File: src/rtl/uart_pkg.sv
// Shared constants and divisor types for the UART rate generator.
package uart_pkg;

   localparam int unsigned DIV_W_DEFAULT  = 16;
   localparam int unsigned FRAC_W_DEFAULT = 4;
   localparam int unsigned OSR_DEFAULT    = 16;
   localparam int unsigned DEF_INT        = 27;
   localparam int unsigned DEF_FRAC       = 2;

   typedef logic [DIV_W_DEFAULT-1:0]  div_int_t;
   typedef logic [FRAC_W_DEFAULT-1:0] div_frac_t;

endpackage

File: src/rtl/uart_frac_prescaler.sv
// Fractional prescaler: counts div_int (+1 on accumulator carry) cycles per os_tick.
module uart_frac_prescaler #(
   parameter int unsigned DIV_W   = 16,
   parameter int unsigned FRAC_W  = 4,
   parameter int unsigned RST_CNT = 26
) (
   input  logic              clk_in,
   input  logic              rst,
   input  logic              en,
   input  logic              load,
   input  logic [DIV_W-1:0]  div_int,
   input  logic [FRAC_W-1:0] div_frac,
   output logic              os_tick
);

   logic [DIV_W-1:0]  cnt;
   logic [DIV_W-1:0]  cnt_nxt;
   logic [FRAC_W-1:0] acc;
   logic [FRAC_W-1:0] acc_nxt;
   logic [FRAC_W:0]   sum;

   assign os_tick = en && (cnt == '0);

   // div_int is already clamped to >= 1 by the caller, so div_int-1 never wraps
   always_comb begin
      sum     = {1'b0, acc} + {1'b0, div_frac};
      cnt_nxt = cnt;
      acc_nxt = acc;
      if (load || !en) begin
         cnt_nxt = div_int - DIV_W'(1);
         acc_nxt = '0;
      end else if (os_tick) begin
         cnt_nxt = div_int - DIV_W'(1) + DIV_W'(sum[FRAC_W]);
         acc_nxt = sum[FRAC_W-1:0];
      end else begin
         cnt_nxt = cnt - DIV_W'(1);
      end
   end

   always_ff @(posedge clk_in) begin
      if (rst) begin
         cnt <= DIV_W'(RST_CNT);
         acc <= '0;
      end else begin
         cnt <= cnt_nxt;
         acc <= acc_nxt;
      end
   end

endmodule

File: src/rtl/uart_baud_gen.sv
// UART rate generator: programmable fractional divisor producing os_tick/bit_tick strobes.
module uart_baud_gen #(
   parameter int unsigned DIV_W    = uart_pkg::DIV_W_DEFAULT,
   parameter int unsigned FRAC_W   = uart_pkg::FRAC_W_DEFAULT,
   parameter int unsigned OSR      = uart_pkg::OSR_DEFAULT,
   parameter int unsigned DEF_INT  = uart_pkg::DEF_INT,
   parameter int unsigned DEF_FRAC = uart_pkg::DEF_FRAC
) (
   input  logic                    clk_in,
   input  logic                    rst,
   input  logic                    en,
   input  logic [DIV_W-1:0]        cfg_div_int,
   input  logic [FRAC_W-1:0]       cfg_div_frac,
   input  logic                    cfg_wr,
   output logic                    cfg_ack,
   output logic                    cfg_pend,
   output logic                    os_tick,
   output logic                    bit_tick,
   output logic [$clog2(OSR)-1:0]  os_phase
);

   localparam int unsigned PH_W    = $clog2(OSR);
   localparam int unsigned RST_CNT = (DEF_INT == 0) ? 0 : DEF_INT - 1;

   logic [DIV_W-1:0]  act_int;
   logic [DIV_W-1:0]  act_int_nxt;
   logic [FRAC_W-1:0] act_frac;
   logic [FRAC_W-1:0] act_frac_nxt;
   logic [DIV_W-1:0]  shd_int;
   logic [DIV_W-1:0]  shd_int_nxt;
   logic [FRAC_W-1:0] shd_frac;
   logic [FRAC_W-1:0] shd_frac_nxt;
   logic              pend_nxt;
   logic [PH_W-1:0]   phase_nxt;
   logic              apply_c;
   logic [DIV_W-1:0]  ld_int;

   assign bit_tick = os_tick && (os_phase == PH_W'(OSR - 1));
   assign cfg_ack  = apply_c && !rst;

   uart_frac_prescaler #(
      .DIV_W   (DIV_W),
      .FRAC_W  (FRAC_W),
      .RST_CNT (RST_CNT)
   ) u_presc (
      .clk_in   (clk_in),
      .rst      (rst),
      .en       (en),
      .load     (apply_c),
      .div_int  (ld_int),
      .div_frac (act_frac),
      .os_tick  (os_tick)
   );

   // Divisor changes only at a bit boundary or while idle, so no bit mixes divisors
   always_comb begin
      apply_c      = cfg_pend && (bit_tick || !en);
      ld_int       = apply_c ? shd_int : act_int;
      if (ld_int == '0) ld_int = DIV_W'(1);
      act_int_nxt  = act_int;
      act_frac_nxt = act_frac;
      shd_int_nxt  = shd_int;
      shd_frac_nxt = shd_frac;
      phase_nxt    = os_phase;
      pend_nxt     = cfg_wr || (cfg_pend && !apply_c);
      if (apply_c) begin
         act_int_nxt  = shd_int;
         act_frac_nxt = shd_frac;
      end
      if (cfg_wr) begin
         shd_int_nxt  = cfg_div_int;
         shd_frac_nxt = cfg_div_frac;
      end
      if (apply_c || !en) begin
         phase_nxt = '0;
      end else if (os_tick) begin
         phase_nxt = os_phase + PH_W'(1);
      end
   end

   always_ff @(posedge clk_in) begin
      if (rst) begin
         act_int  <= DIV_W'(DEF_INT);
         act_frac <= FRAC_W'(DEF_FRAC);
         shd_int  <= DIV_W'(DEF_INT);
         shd_frac <= FRAC_W'(DEF_FRAC);
         cfg_pend <= 1'b0;
         os_phase <= '0;
      end else begin
         act_int  <= act_int_nxt;
         act_frac <= act_frac_nxt;
         shd_int  <= shd_int_nxt;
         shd_frac <= shd_frac_nxt;
         cfg_pend <= pend_nxt;
         os_phase <= phase_nxt;
      end
   end

endmodule
File: config.mk
export PLATFORM = sky130hd
export DESIGN_NAME = uart_baud_gen
export DESIGN_NICKNAME = d
export VERILOG_FILES = /design/src/rtl/uart_pkg.sv /design/src/rtl/uart_frac_prescaler.sv /design/src/rtl/uart_baud_gen.sv
export SDC_FILE = /design/constraint.sdc
export NUM_CORES = 1
export LEC_CHECK = 0
export CAP_MARGIN = 40
export CORE_AREA = 3 3 95 97
export CTS_CLUSTER_DIAMETER = 50
export DETAILED_ROUTE_END_ITERATION = 8
export DIE_AREA = 0 0 98 100
export HOLD_SLACK_MARGIN = 0.02
export PLACE_DENSITY = 0.76
export SETUP_SLACK_MARGIN = 0.1
export SYNTH_ARGS = -nofsm -noshare
export SYNTH_HDL_FRONTEND = slang
export SYNTH_SLANG_ARGS = --single-unit
File: constraint.sdc
create_clock -name clk_in -period 8.3 [get_ports clk_in]
set_input_delay 1.245 -clock clk_in [delete_from_list [all_inputs] [get_ports clk_in]]
set_output_delay 1.245 -clock clk_in [all_outputs]
set_load 0.03 [all_outputs]
# ---- Word level (Yosys, flattened, before mapping)
# Index checks and enable logic that the tools add are counted.
dict set report totals {
  regBits 65
  output_inout_bits 8
  in_bits 24
}
dict set report op_classes {
  add_sub_neg 5
  reduce_logical 14
  mux 4
  eq_ne 1
}
# operator count
set op_table {}
lappend op_table {{$mux W16} 4}
lappend op_table {{$logic_not A16 Y1} 2}
lappend op_table {{$sub A16 B1 Y16 const B} 2}
lappend op_table {{$add A16 B1 Y16} 1}
lappend op_table {{$add A4 B4 Y5} 1}
lappend op_table {{$logic_and A1 B1 Y1} 5}
lappend op_table {{$add A4 B1 Y4 const B} 1}
lappend op_table {{$eq A4 B4 Y1 const B} 1}
lappend op_table {{$logic_not A1 Y1} 3}
lappend op_table {{$logic_or A1 B1 Y1} 3}
lappend op_table {{$reduce_or A2 Y1} 1}

# ---- Depth between registers and ports, before layout
# Gate-level depths: netlist of the first run.
dict set report depth {
  word_depth 12
  depth_mapped 19
}

# ---- By module
# Synthesis of the first run repeated with hierarchy kept, for this count alone.
dict set report unflattened {
  cells_unflattened 493
  area_unflattened_um2 4325.4
}
# mod n_inst seq_area_each_um2 cells_per_inst area_per_inst_um2
set by_module_without_submodules {}
lappend by_module_without_submodules {uart_frac_prescaler 1 400.4 289 2242.2}
lappend by_module_without_submodules {uart_baud_gen 1 900.9 204 2083.2}

# ---- Worst setup path before layout of the first run
# Ideal clock, no wire load.
dict set report synth_timing {
  kind {input-to-reg}
  from {input en}
  to {register u_presc.cnt[12]}
  path_buffers 2
  stages 17
  path_slack_ns 3.145
  setup_time_ns 0.079
  arrival_ns 5.076
  cell_sequence {and4bb_2 nand4_4 inv_1 a21oi_2 clkbuf_1 mux2i_1 and2_1 ha_1 nor3b_1 xnor2_1 o211ai_1 nand3_1 or4b_1 buf_2 nand2b_4 or4_1 o211ai_1}
}
dict set report synth_between {
  elab_chain_cells 11
}
# element line_no
set synth_lines {}
lappend synth_lines {{start, declared} uart_baud_gen.sv:11} ;# input logic en,
lappend synth_lines {{$logic_and A1 B1 Y1} uart_frac_prescaler.sv:22} ;# assign os_tick = en && (cnt == '0);
lappend synth_lines {{$logic_and A1 B1 Y1} uart_baud_gen.sv:38} ;# assign bit_tick = os_tick && (os_phase == PH_W'(OSR - 1));
lappend synth_lines {{$logic_or A1 B1 Y1} uart_baud_gen.sv:57} ;# apply_c = cfg_pend && (bit_tick || !en);
lappend synth_lines {{$logic_and A1 B1 Y1} uart_baud_gen.sv:57}
lappend synth_lines {{$mux W16} -}
lappend synth_lines {{$logic_not A16 Y1} uart_baud_gen.sv:59} ;# if (ld_int == '0) ld_int = DIV_W'(1);
lappend synth_lines {{$mux W16} uart_baud_gen.sv:59}
lappend synth_lines {{$sub A16 B1 Y16} {uart_frac_prescaler.sv:30, uart_frac_prescaler.sv:33}}
lappend synth_lines {{$add A16 B1 Y16} uart_frac_prescaler.sv:33} ;# cnt_nxt = div_int - DIV_W'(1) + DIV_W'(sum[FRAC_W]);
lappend synth_lines {{$mux W16} uart_frac_prescaler.sv:32} ;# end else if (os_tick) begin
lappend synth_lines {{$mux W16 (*)} uart_frac_prescaler.sv:29} ;# if (load || !en) begin
lappend synth_lines {{end signal, assigned} uart_frac_prescaler.sv:42} ;# cnt <= DIV_W'(RST_CNT);
lappend synth_lines {{end signal, assigned} uart_frac_prescaler.sv:45} ;# cnt <= cnt_nxt;
lappend synth_lines {{end, declared} uart_frac_prescaler.sv:16} ;# logic [DIV_W-1:0] cnt;
# Every way passes the cells marked *; elsewhere a longest branch is shown, timed or not.
# A chain may end at the register's enable or synchronous reset.

# ---- Worst setup path after layout of the first run
# Ends and elaborated chain as after synthesis.

==> results of run 1 <==
-- power by group through the flow --
stage          combinational, W  sequential [W]  clock, W
5_1_grt               0.0000994        0.000340  0.000305
3_3_place_gp          0.0000860        0.000345         0
3_5_place_dp          0.0000888        0.000346         0
4_1_cts               0.0000892        0.000338  0.000294
2_1_floorplan         0.0000628        0.000340         0
6_report              0.0000896        0.000339  0.000288
-- metal layers --
layer / vias to the layer above / GRT usage [%] / share of wire, %
met5: - / 0 / 0
li1: 1928 / - / -
met3: 32 / 3.68 / 5.1
met2: 128 / 37.7 / 47
met4: 0 / 11.7 / 3.8
met1: 1839 / 28.6 / 44
-- state kept, by name, indices dropped and copies added, names as in the netlist --
name and flops:
act_int 16, shd_int 16, u_presc.cnt 16, act_frac 4, os_phase 4, shd_frac 4
u_presc.acc 4, cfg_pend 1
-- critical path, cell delays in order --
cell	delay (ns)
clkdlybuf4s50_1	0.64
and4bb_2	0.31
nand4_4	0.42
inv_1	0.76
a21oi_2	0.35
mux2i_1	0.27
and2_1	0.24
ha_1	0.28
nor3b_1	0.51
xnor2_1	0.14
o211ai_1	0.16
nand3_1	0.12
or4b_1	0.65
nand2b_4	0.21
or4_1	0.47
o211ai_1	0.09
-- area by class of cell --
type                       count  area (um^2)  area share [%]
clock buffer                  10          138            2.89
inverter                       8         30.0           0.630
clock inverter                 6         72.6            1.52
tap                          105          131            2.76
multi-input combinational    418         2750            57.7
sequential                    65         1300            27.3
timing repair buffer          36          343            7.19
-- through the flow --
stage | total power, W | worst slack (ns) | cells
floorplan | 0.000403 | 3.15 | 521
CTS | 0.000722 | 1.81 | 648
global placement | 0.000431 | 1.68 | 631
detailed placement | 0.000434 | 1.46 | 632
finish | 0.000716 | 1.69 | 648
global route | 0.000745 | 1.37 | 648
-- cell usage in the layout, fill, tap and decap left out, drive strengths merged, types with 8 or more instances in the layout --
master,count
nand4,10
xor2,13
mux2i,29
clkdlybuf4s50,30
nor2b,11
xnor2,16
a21oi,32
nor2,48
ha,11
clkbuf,10
nor4,12
nor3,17
nand2b,12
or3,13
nand3,11
o211ai,8
nand2,67
o21ai,17
inv,11
dfxtp,65
-- path summary, 6_finish.rpt --
path | slack, ns | endpoint | cells after the start | start
hold reg to reg | 0.46 | act_frac[0]$_SDFFE_PP0N_ | 2 | shd_frac[0]$_SDFFE_PP0P_
hold / removal | 0.46 | act_frac[0]$_SDFFE_PP0N_ | 2 | shd_frac[0]$_SDFFE_PP0P_
setup / recovery | 1.69 | u_presc.cnt[12]$_SDFF_PP0_ | 16 | en
setup reg to reg | 2.60 | u_presc.cnt[12]$_SDFF_PP0_ | 18 | u_presc.cnt[0]$_SDFF_PP0_
-- cell families after synthesis --
| logic type | count (synthesis) | synth area share [%] |
|---|---|---|
| AND/OR/NAND/NOR | 241 | 31.3 |
| XOR/XNOR | 29 | 6.05 |
| buffers and inverters | 38 | 3.49 |
| AO/OA/AOI/OAI | 103 | 16.5 |
| flip-flops | 65 | 31.0 |
| multiplexers | 33 | 7.98 |
| adder cells (fa/ha/maj) | 12 | 3.75 |
==> results.py, run 1 <==
metrics = {
    "status": {
        "status": "completed",
    },
    "global_routing": {
        "grt_pass1_wl_um": 18300,
        "grt_usage_pct": 22.7,
        "grt_remaining_overflow": 0,
        "grt_pass1_vias": 3792,
        "grt_max_degree": 64,
        "antenna_found_initial": 0,
    },
    "power": {
        "swShare_pct": 28.2,
        "share_comb_of_total_power_pct": 12.5,
        "leakage_nw": 1.78,
        "seqPwrFrac_pct": 47.3,
        "power_frac_clock_pct": 40.2,
        "ir_worst_vdd_uv": 101,
        "internal-power_w": 0.000514,
        "p_per_area_mw_per_mm2": 150,
        "p_sw_w": 0.000202,
    },
    "logic_synthesis": {
        "synth_largest_area_cell": "dfxtp_1",
        "syn_area_mm2": 0.00420,
        "synth.ff_latch_count": 65,
        "synthCells": 521,
        "synth_commonest_cells": "nand2_1, dfxtp_1, nor2_1",
        "avgSynthCellArea_um2": 8.06,
        "synthMostInstantiatedCell": "nand2_1",
        "ys_types": 61,
        "synth_fp_nets": 557,
        "synth_area_leaders": "dfxtp_1, mux2i_1, nand2_1",
        "synth.top_cell.area_share_pct": 31.0,
        "ys.flop_type": "dfxtp_1",
        "synth_edf_count": 0,
        "async_flop_share_pct": 0,
        "ys_seq_area_share_pct": 31.0,
        "ys_warn_count": 0,
    },
    "clocking": {
        "cts_tree": "built",
        "cts_max_path_buffers": 2,
        "cts_hold_buf": 0,
        "clk_pin_slew_worst_paths_ns": 0.08,
        "clkLatencyLatePin_ns": 0.36,
        "cts_buffers": 9,
        "cts.sinks": 65,
        "cts_setup_buffers": 0,
        "cts_root_buf": "clkbuf_8",
        "cts_resized": 0,
        "h-tree-depth": 3,
    },
    "sta": {
        "max-slew-margin-rel_pct": 44.6,
        "report.final.hold_viol_count": 0,
        "fin_crit_ns": 6.61,
        "final.setup.tns_ns": 0,
        "period_share_pct": 79.7,
        "skew_ns": 0.0117,
        "slew_violations": 0,
        "setup_viol": 0,
        "max_slew.worst_pin.slew_ns": 0.824,
        "max_freq_ghz": 0.151,
        "fin_hold_ws_ns": 0.463,
        "rsz0062_at_grt": "no",
    },
    "worst_setup_path": {
        "cp_max_fo": 33,
        "cp.arrival_ns": 6.89,
        "start_kind": "input pin",
        "cp-end-kind": "flop",
        "cp.required_ns": 8.58,
        "criticalPathCategory": "input pin to flop",
    },
    "placement": {
        "numPortBuffers": 31,
        "dpl_cell_area_mm2": 0.00456,
        "place_congestion": 0.938,
        "place_hpwl_um": 7860,
    },
    "floorplan": {
        "num_io_pins": 32,
        "die_h_um": 100,
        "start_util_pct": 51.1,
        "coreArea_mm2": 0.00822,
        "die_x_um": 98,
        "fp-row-count": 33,
        "die-area_mm2": 0.00980,
    },
    "route": {
        "via_count": 3927,
        "drt_iter0_markers": 306,
        "wirelength_um": 10800,
        "via_per_inst": 6.06,
        "drc_errors": 0,
        "wire_per_inst_um": 16.7,
        "drtPass1Iterations": 4,
        "antenna_left": 0,
    },
    "cells_and_area": {
        "drive_gt1_share_pct": 7.37,
        "finish.utilization_pct": 58.0,
        "fill_cells": 726,
        "synthToLayoutAreaGrowth_pct": 13.5,
        "nNetsFinal": 574,
        "design_area_mm2": 0.00477,
        "insertedDiodeCount": 0,
    },
    "job": {
        "maxCapViolCount": 0,
    },
    "hold_path": {
        "min_path_type": "flop to flop",
    },
}
No activity file was read; power rests on OpenSTA's default activity.
==> run 2, diff against run 1 <==
- clock period: 8.3 -> 6.59 ns (I/O delays scaled with it)
==> results.py, run 2 (synthesized netlist as in run 1, its figures left out) <==
metrics = {
    "sta": {
        "max_slew.worst_pin.slew_ns": 0.805,
        "setup_viol": 0,
        "slew_violations": 0,
        "final.setup.tns_ns": 0,
        "period_share_pct": 79.1,
        "max-slew-margin-rel_pct": 45.8,
        "skew_ns": 0.0154,
        "fin_hold_ws_ns": 0.467,
        "report.final.hold_viol_count": 0,
        "max_freq_ghz": 0.192,
        "fin_crit_ns": 5.22,
        "rsz0062_at_grt": "no",
    },
    "worst_setup_path": {
        "worstPathCellList": "clkdlybuf4s50_1, and4bb_2, nand4_4, inv_1, a21oi_2, buf_4, a31oi_1, and2_1, ha_1, nor3b_1, xnor2_1, o211ai_1, nand3_1, or4b_1, nand2b_4, or4_1, o211ai_1",
        "start_kind": "input pin",
        "criticalPathCategory": "input pin to flop",
        "cp_max_fo": 24,
        "critical_path.most_common_cell": "o211ai_1",
        "cpPeakStageDelay_ns": 0.65,
        "cp-end-kind": "flop",
        "cp_slowest_cell": "or4b_1",
        "cp.arrival_ns": 5.49,
        "cp.required_ns": 6.86,
        "critPathTopFamily": "simple AND/OR/NAND/NOR gates",
        "crit_buf_inv": 3,
    },
    "cells_and_area": {
        "stdcell_count": 650,
        "drive_gt1_share_pct": 7.71,
        "synthToLayoutAreaGrowth_pct": 13.9,
        "layout_common_cells": "nand2_1, dfxtp_1, nor2_1",
        "nNetsFinal": 576,
        "fill_cells": 755,
        "insertedDiodeCount": 0,
        "top_regs": "act_int: 16 flops, shd_int: 16 flops, u_presc.cnt: 16 flops",
        "layout_commonest_cell": "nand2_1",
    },
    "power": {
        "leakage_nw": 1.79,
        "p_per_area_mw_per_mm2": 189,
        "ir_worst_vdd_uv": 134,
        "p_total_w": 0.000904,
    },
    "clocking": {
        "h-tree-depth": 3,
        "cts_buffers": 9,
        "cts_resized": 0,
        "cts_tree": "built",
        "clkLatencyLatePin_ns": 0.35,
        "cts_hold_buf": 0,
        "cts_root_buf": "clkbuf_8",
        "cts_max_path_buffers": 2,
        "cts.sinks": 65,
        "cts_setup_buffers": 0,
        "clk_pin_slew_worst_paths_ns": 0.08,
    },
    "global_routing": {
        "grt_pass1_vias": 3836,
        "grt_remaining_overflow": 0,
        "antenna_found_initial": 0,
        "grt_pass1_wl_um": 19000,
        "grt_usage_pct": 23.7,
        "grt_max_degree": 63,
    },
    "route": {
        "antenna_left": 0,
        "via_per_inst": 6.10,
        "wirelength_um": 11300,
        "via_count": 3967,
        "drt_iter0_markers": 363,
        "drc_errors": 0,
        "drtPass1Iterations": 5,
        "wire_per_inst_um": 17.4,
    },
    "status": {
        "status": "completed",
    },
    "floorplan": {
        "die-area_mm2": 0.00980,
        "die_h_um": 100,
        "start_util_pct": 51.1,
        "coreArea_mm2": 0.00822,
        "fp-row-count": 33,
        "die_x_um": 98,
        "num_io_pins": 32,
    },
    "job": {
        "maxCapViolCount": 0,
    },
    "hold_path": {
        "min_path_type": "flop to flop",
    },
    "placement": {
        "place_hpwl_um": 8200,
        "place_congestion": 0.975,
        "dp.cells": 634,
        "numPortBuffers": 31,
    },
}
## run 2: layer usage
metal | global-route usage (%) | part of all wire (%) | vias to the layer above
li1 | - | - | 1928
met1 | 31.1 | 44 | 1880
met2 | 40.0 | 47 | 142
met3 | 4.79 | 6.6 | 17
met4 | 6.18 | 1.5 | 0
met5 | 0 | 0 | -
## run 2: layout make-up
cell class | count | area [um^2] | area share, %
Inverter | 8 | 30.0 | 0.628
Tap cell | 105 | 131 | 2.75
Clock inverter | 6 | 73.8 | 1.54
Timing Repair Buffer | 38 | 358 | 7.48
Clock buffer | 10 | 138 | 2.88
Sequential cell | 65 | 1300 | 27.2
Multi-Input combinational cell | 418 | 2750 | 57.5
## run 2: final timing paths
path	startpoint	endpoint	slack (ns)	depth (start not counted)
max	en	u_presc.cnt[12]$_SDFF_PP0_	1.37	17
min	u_presc.acc[3]$_SDFFE_PP0N_	u_presc.acc[3]$_SDFFE_PP0N_	0.47	2
max reg2reg	u_presc.cnt[2]$_SDFF_PP0_	u_presc.cnt[12]$_SDFF_PP0_	2.05	16
min reg2reg	u_presc.acc[3]$_SDFFE_PP0N_	u_presc.acc[3]$_SDFFE_PP0N_	0.47	2
## run 2: power breakdown
part / internal (W) / leakage, nW / switching (W)
sequential: 0.000407 / 0.531 / 0.0000198
combinational: 0.0000509 / 1.15 / 0.0000631
clock: 0.000190 / 0.107 / 0.000173
total: 0.000647 / 1.79 / 0.000256
## run 2: worst reg2reg max path, delay by kind of cell, from the launching register on
| kind | cells | cell delay [ns] |
|---|---|---|
| XOR/XNOR | 1 | 0.12 |
| AO/OA/AOI/OAI | 4 | 0.51 |
| adder cells (fa/ha/maj) | 1 | 0.27 |
| buffers and inverters | 2 | 0.37 |
| flip-flops | 1 | 0.37 |
| AND/OR/NAND/NOR | 8 | 2.81 |
## run 2: per-stage QoR
| stage | util (%) | area (um^2) | setup WS (ns) |
|---|---|---|---|
| global placement | 55.6 | 4570 | 1.27 |
| finish | 58.2 | 4780 | 1.37 |
| detailed placement | 55.7 | 4570 | 1.09 |
| floorplan | - | 4200 | 1.69 |
| global route | 58.2 | 4780 | 1.02 |
| CTS | 58.2 | 4780 | 1.43 |
